--- src/rtl/assist_mode_ctrl_if.sv ---
// Button inputs, scale table and mode outputs of the assist mode selector.
// The master side drives buttons and table; the slave side reports mode, scale and change pulse.
interface assist_mode_ctrl_if #(
  parameter int NUM_MODES = 4,
  parameter int SCALE_W   = 3
);
  localparam int MW = $clog2(NUM_MODES);

  logic                         btn_up;
  logic                         btn_dn;
  logic [NUM_MODES*SCALE_W-1:0] scale_tbl;
  logic [MW-1:0]                mode;
  logic [SCALE_W-1:0]           scale;
  logic                         mode_chg;

  modport master (
    output btn_up, btn_dn, scale_tbl,
    input  mode, scale, mode_chg
  );

  modport slave (
    input  btn_up, btn_dn, scale_tbl,
    output mode, scale, mode_chg
  );
endinterface

--- src/rtl/assist_mode_ctrl.sv ---
// Pedal-assist mode selector: synchronised, debounced up/down buttons step the mode on release.
// Mode moves DEB_CYC+3 cycles after a raw release; no backpressure, outputs are level-sampled.
module assist_mode_ctrl #(
  parameter int NUM_MODES = 4,
  parameter int SCALE_W   = 3,
  parameter int RST_MODE  = 2,
  parameter int DEB_CYC   = 50000,
  parameter int LONG_CYC  = 1000000,
  parameter bit WRAP      = 1'b1
) (
  input logic clk,
  input logic rst_n,
  assist_mode_ctrl_if.slave bus
);
  localparam int MW = $clog2(NUM_MODES);
  localparam int DW = $clog2(DEB_CYC);
  localparam int HW = $clog2(LONG_CYC + 1);

  localparam logic [MW-1:0] MODE_MAX = MW'(NUM_MODES - 1);
  localparam logic [MW-1:0] MODE_RST = MW'(RST_MODE);
  localparam logic [DW-1:0] DEB_LAST = DW'(DEB_CYC - 1);
  localparam logic [HW-1:0] HOLD_MAX = HW'(LONG_CYC);
  localparam logic [HW-1:0] HOLD_PRE = HW'(LONG_CYC - 1);

  // Bit 0 is the up button, bit 1 the down button.
  logic [1:0]    raw;
  logic [1:0]    sync1;
  logic [1:0]    s;
  logic [1:0]    deb;
  logic [1:0]    deb_q;
  logic [1:0]    rel;
  logic [DW-1:0] cnt [2];

  logic [HW-1:0] hold;
  logic          long_evt;
  logic          long_seen;
  logic          rel_up;
  logic          rel_dn;
  logic          rel_dn_act;

  logic [MW-1:0] mode_r;
  logic [MW-1:0] mode_nxt;
  logic          chg_r;

  assign raw = {bus.btn_dn, bus.btn_up};

  always_ff @(posedge clk or negedge rst_n) begin
    if (!rst_n) begin
      sync1 <= '0;
      s     <= '0;
    end else begin
      sync1 <= raw;
      s     <= sync1;
    end
  end

  always_ff @(posedge clk or negedge rst_n) begin
    if (!rst_n) begin
      deb   <= '0;
      deb_q <= '0;
      for (int i = 0; i < 2; i++) cnt[i] <= '0;
    end else begin
      deb_q <= deb;
      for (int i = 0; i < 2; i++) begin
        if (s[i] == deb[i]) begin
          cnt[i] <= '0;
        end else if (cnt[i] == DEB_LAST) begin
          deb[i] <= s[i];
          cnt[i] <= '0;
        end else begin
          cnt[i] <= cnt[i] + DW'(1);
        end
      end
    end
  end

  assign rel        = deb_q & ~deb;
  assign rel_up     = rel[0];
  assign rel_dn     = rel[1];
  // The release that ends a long press has already done its job.
  assign rel_dn_act = rel_dn & ~long_seen;

  always_ff @(posedge clk or negedge rst_n) begin
    if (!rst_n) begin
      hold      <= '0;
      long_evt  <= 1'b0;
      long_seen <= 1'b0;
    end else begin
      long_evt <= deb[1] && (hold == HOLD_PRE);
      if (!deb[1]) begin
        hold <= '0;
      end else if (hold != HOLD_MAX) begin
        hold <= hold + HW'(1);
      end
      if (deb[1] && (hold == HOLD_PRE)) begin
        long_seen <= 1'b1;
      end else if (rel_dn) begin
        long_seen <= 1'b0;
      end
    end
  end

  always_comb begin
    mode_nxt = mode_r;
    if (long_evt) begin
      mode_nxt = '0;
    end else if (rel_up && rel_dn_act) begin
      mode_nxt = mode_r;
    end else if (rel_up) begin
      if (mode_r == MODE_MAX) mode_nxt = WRAP ? '0 : mode_r;
      else                    mode_nxt = mode_r + MW'(1);
    end else if (rel_dn_act) begin
      if (mode_r == '0) mode_nxt = WRAP ? MODE_MAX : mode_r;
      else              mode_nxt = mode_r - MW'(1);
    end
  end

  always_ff @(posedge clk or negedge rst_n) begin
    if (!rst_n) begin
      mode_r <= MODE_RST;
      chg_r  <= 1'b0;
    end else begin
      mode_r <= mode_nxt;
      chg_r  <= (mode_nxt != mode_r);
    end
  end

  always_comb begin
    bus.scale = '0;
    for (int m = 0; m < NUM_MODES; m++) begin
      if (mode_r == MW'(m)) bus.scale = bus.scale_tbl[m*SCALE_W +: SCALE_W];
    end
  end

  assign bus.mode     = mode_r;
  assign bus.mode_chg = chg_r;
endmodule

--- src/flat_wrapper.sv ---
// flat-port wrapper written by rule: the top's interface ports become plain ports
module assist_mode_ctrl_flat 
#(
  parameter int NUM_MODES = 4,
  parameter int SCALE_W   = 3,
  parameter int RST_MODE  = 2,
  parameter int DEB_CYC   = 50000,
  parameter int LONG_CYC  = 1000000,
  parameter bit WRAP      = 1'b1
)
  (clk, rst_n, bus_btn_up, bus_btn_dn, bus_scale_tbl, bus_mode, bus_scale, bus_mode_chg);
  assist_mode_ctrl_if #(.NUM_MODES(NUM_MODES), .SCALE_W(SCALE_W)) bus_i ();
  input logic clk;
  input logic rst_n;
  input wire logic [$bits(bus_i.btn_up)-1:0] bus_btn_up;
  input wire logic [$bits(bus_i.btn_dn)-1:0] bus_btn_dn;
  input wire logic [$bits(bus_i.scale_tbl)-1:0] bus_scale_tbl;
  output wire logic [$bits(bus_i.mode)-1:0] bus_mode;
  output wire logic [$bits(bus_i.scale)-1:0] bus_scale;
  output wire logic [$bits(bus_i.mode_chg)-1:0] bus_mode_chg;
  assign bus_i.btn_up = bus_btn_up;
  assign bus_i.btn_dn = bus_btn_dn;
  assign bus_i.scale_tbl = bus_scale_tbl;
  assign bus_mode = bus_i.mode;
  assign bus_scale = bus_i.scale;
  assign bus_mode_chg = bus_i.mode_chg;
  assist_mode_ctrl #(.NUM_MODES(NUM_MODES), .SCALE_W(SCALE_W), .RST_MODE(RST_MODE), .DEB_CYC(DEB_CYC), .LONG_CYC(LONG_CYC), .WRAP(WRAP)) u_core (.clk(clk), .rst_n(rst_n), .bus(bus_i));
endmodule
--- config.mk ---
export PLATFORM = sky130hd
export DESIGN_NAME = assist_mode_ctrl_flat
export DESIGN_NICKNAME = d
export VERILOG_FILES = /design/src/rtl/assist_mode_ctrl_if.sv /design/src/rtl/assist_mode_ctrl.sv /design/src/flat_wrapper.sv
export SDC_FILE = /design/constraint.sdc
export NUM_CORES = 1
export LEC_CHECK = 0
export CAP_MARGIN = 10
export CORE_MARGIN = 3
export CORE_UTILIZATION = 55
export CTS_BUF_LIST = sky130_fd_sc_hd__clkbuf_16
export CTS_CLUSTER_SIZE = 40
export DETAILED_ROUTE_END_ITERATION = 7
export PLACE_DENSITY_LB_ADDON = 0.08
export SLEW_MARGIN = 40
export SYNTH_ARGS = -nofsm -noshare
export SYNTH_HDL_FRONTEND = slang
export SYNTH_SLANG_ARGS = --single-unit
--- constraint.sdc ---
create_clock -name clk -period 4.8 [get_ports clk]
set_input_delay 0.96 -clock clk [delete_from_list [all_inputs] [get_ports clk]]
set_output_delay 0.96 -clock clk [all_outputs]
set_load 0.1 [all_outputs]
==> impl_metrics.env <==
export IMPL_critical_path_endpoint_type="output pin"
export IMPL_min_period_over_period_pct=65.5
export IMPL_dieArea_mm2=0.00701
export IMPL_die_width_um=83.7
export IMPL_synth_edf_count=0
export IMPL_hp_class="flip-flop to flip-flop"
export IMPL_synth_most_common_cell="dfrtp_1"
export IMPL_fillers=443
export IMPL_finalSetupViolCount=0
export IMPL_power_leakage_nw=1.51
export IMPL_clockBufferDepth=2
export IMPL_synthArstFlopShare_pct=100
export IMPL_wire_per_inst_um=14.1
export IMPL_status="finished clean"
export IMPL_drc=0
export IMPL_cts_tree="built"
export IMPL_first_iter_violations=114
export IMPL_rsz0062_at_grt="no"
export IMPL_yosys_area_top_type="dfrtp_1"
export IMPL_synth_area_leaders="dfrtp_1, xnor2_1, nor2_1, ha_1, nand3_1"
export IMPL_grt_max_degree=35
export IMPL_grt_pass1_wl_mm=11.4
export IMPL_ctsResizeCount=0
export IMPL_io_pins=22
export IMPL_ant_nets=0
export IMPL_clkLatencyLatePin_ns=0.33
export IMPL_post_cts_buffers=0
export IMPL_syn2layout_area_growth_pct=16.0
export IMPL_start_kind="primary input"
export IMPL_report_final_slew_viol_count=0
export IMPL_io_buffers=21
export IMPL_antenna_found_initial=0
export IMPL_die_h_um=83.7
export IMPL_ys_seq_elements=65
export IMPL_cts_root_buf="clkbuf_16"
export IMPL_power_density_mw_per_mm2=319
export IMPL_track_usage_pct=19.8
export IMPL_layout_nets=391
export IMPL_htree_levels=3
export IMPL_critPathMaxFanout=1
export IMPL_grt_pass1_vias=2559
export IMPL_synthFlopType="dfrtp_1"
export IMPL_fin_setup_tns_ns=0
export IMPL_seq_area_mm2=0.00163
export IMPL_hpwlAfterDp_mm=4.22
export IMPL_postPlaceCellArea_mm2=0.00357
export IMPL_dr_pass1_iters=4
export IMPL_synth_area_per_cell_um2=9.72
export IMPL_start_util_pct=58.6
export IMPL_timing_hold_violations_final=0
export IMPL_syn_nets=366
export IMPL_cts_clk_slew_worst_paths_ns=0.05
export IMPL_num_vias=2550
export IMPL_path_class="primary input to output pin"
export IMPL_wl_mm=6.27
export IMPL_ir_worst_vdd_mv=0.297
export IMPL_worst_slew_pin_slew_ns=0.691
export IMPL_fin_skew_ns=0.00530
export IMPL_synthTopCellsByCount="dfrtp_1, nor2_1, xnor2_1, nand2_1, nand3_1"
export IMPL_relSlewSlack_pct=54.0
export IMPL_rows=27
export IMPL_gp_congestion=0.823
export IMPL_numCtsBuffers=9
export IMPL_drv_cap=0
export IMPL_critical_path_required_ns=3.84
export IMPL_netlist_instances=342
export IMPL_drive_above_1_share_pct=9.16
export IMPL_grt_remaining_overflow=0
export IMPL_yosysSeqAreaShare_pct=49.0
export IMPL_ys_types=49
export IMPL_yosys_area_top_type_share_pct=48.2
export IMPL_fmax_ghz=0.318
export IMPL_ctsHoldBuffers=0
export IMPL_multi_input_area_mm2=0.00162
export IMPL_finalInstanceArea_mm2=0.00386
export IMPL_vias_per_cell=5.76
export IMPL_yosysWarnings=0
export IMPL_arrival_ns=2.18
export IMPL_coreArea_mm2=0.00568
export IMPL_min_period_ns=3.14
export IMPL_antenna_cells=0
export IMPL_cts_num_sinks=65
export IMPL_netlist_area_mm2=0.00332
-- sequential cells by signal (all words and copies together), names as in the netlist --
name and cells:
u_core.cnt 32, u_core.hold 20, u_core.bus.mode 2, u_core.deb 2, u_core.deb_q 2, u_core.s 2, u_core.sync1 2, u_core.bus.mode_chg 1
u_core.long_evt 1, u_core.long_seen 1
-- cell type report --
| type | instances | share of cell area, % |
|---|---|---|
| Multi-Input combinational cell | 256 | 41.9 |
| Clock inverter | 6 | 1.56 |
| Tap cell | 72 | 2.34 |
| Sequential cell | 65 | 42.2 |
| Inverter | 13 | 1.27 |
| Clock buffer | 9 | 5.84 |
| Timing Repair Buffer | 22 | 4.93 |
-- report_power, final --
part,total (mW),internal (mW),switching (mW)
combinational,0.0490,0.0181,0.0309
clock,0.621,0.395,0.226
sequential,0.560,0.554,0.00514
-- cells in the final DEF, fill, tap and decap left out, types with 2 or more instances in the layout --
cell and count:
nor4_1 13, clkbuf_16 9, and3_1 5, nor3_1 10, mux2_2 2, clkdlybuf4s50_1 14, nor4bb_1 2, nand2_1 25
xor2_1 10, ha_1 8, inv_1 13, clkinv_2 2, or4_1 9, xnor2_1 29, a211oi_1 3, buf_4 4
buf_2 4, nor4b_1 2, or3_1 2, or2_2 2, dfrtp_1 64, or4b_1 3, nand3b_1 4, nand4_1 9
a21oi_1 15, o21ai_0 7, o31ai_1 6, nand3_1 20, nor2_1 47, nor2b_1 2
-- worst max-delay path: stages --
cell             delay (ns)
clkdlybuf4s50_1        0.46
nand3b_1               0.08
a21oi_1                0.17
a21oi_1                0.05
o21ai_0                0.15
buf_4                  0.31
-- routing by layer --
metal	share of wire (%)	vias to the layer above	GRT usage [%]
li1	-	1270	-
met4	1.9	0	7.89
met5	0	-	0
met3	4.4	13	6.81
met2	48	53	30.8
met1	46	1214	25.3
-- per-stage QoR --
| step | hold slack [ns] | setup WS (ns) | total power, mW | std cells | util [%] |
|---|---|---|---|---|---|
| finish | 0.348 | 1.66 | 1.23 | 443 | 68.0 |
| global route | 0.368 | 1.54 | 1.28 | 443 | 68.0 |
| CTS | 0.350 | 1.65 | 1.24 | 443 | 68.0 |
| detailed placement | 0.338 | 1.65 | 0.618 | 428 | 62.9 |
| global placement | 0.336 | 1.69 | 0.617 | 428 | 63.2 |
| floorplan | 0.331 | 0.0942 | 0.590 | 342 | - |
-- cells by family (layout without fill, tap and decap cells) --
kind of cell	after synthesis	in the layout	synth area share [%]
AOI/OAI and AO/OA	38	38	6.93
buffers and inverters	21	50	2.45
DFF	65	65	49.0
and+or+nand+nor	167	167	27.1
muxes	4	4	1.32
adders and majority gates	8	8	3.01
xor gates and xnor gates	39	39	10.3
-- final timing paths --
path / from / endpoint / slack, ns / depth (start not counted)
max in group asynchronous: rst_n / u_core.hold[15] / 3.23 / 2
worst min register to register: u_core.sync1[1] / u_core.s[1] / 0.35 / 0
worst max-delay path: bus_scale_tbl[2] / bus_scale[2] / 1.66 / 6
worst max register to register: u_core.cnt[26] / u_core.cnt[21] / 2.62 / 4
worst min-delay path: u_core.sync1[1] / u_core.s[1] / 0.35 / 0
min in group asynchronous: rst_n / u_core.bus.mode_chg / 0.68 / 1
No activity file was read; power rests on OpenSTA's default activity.
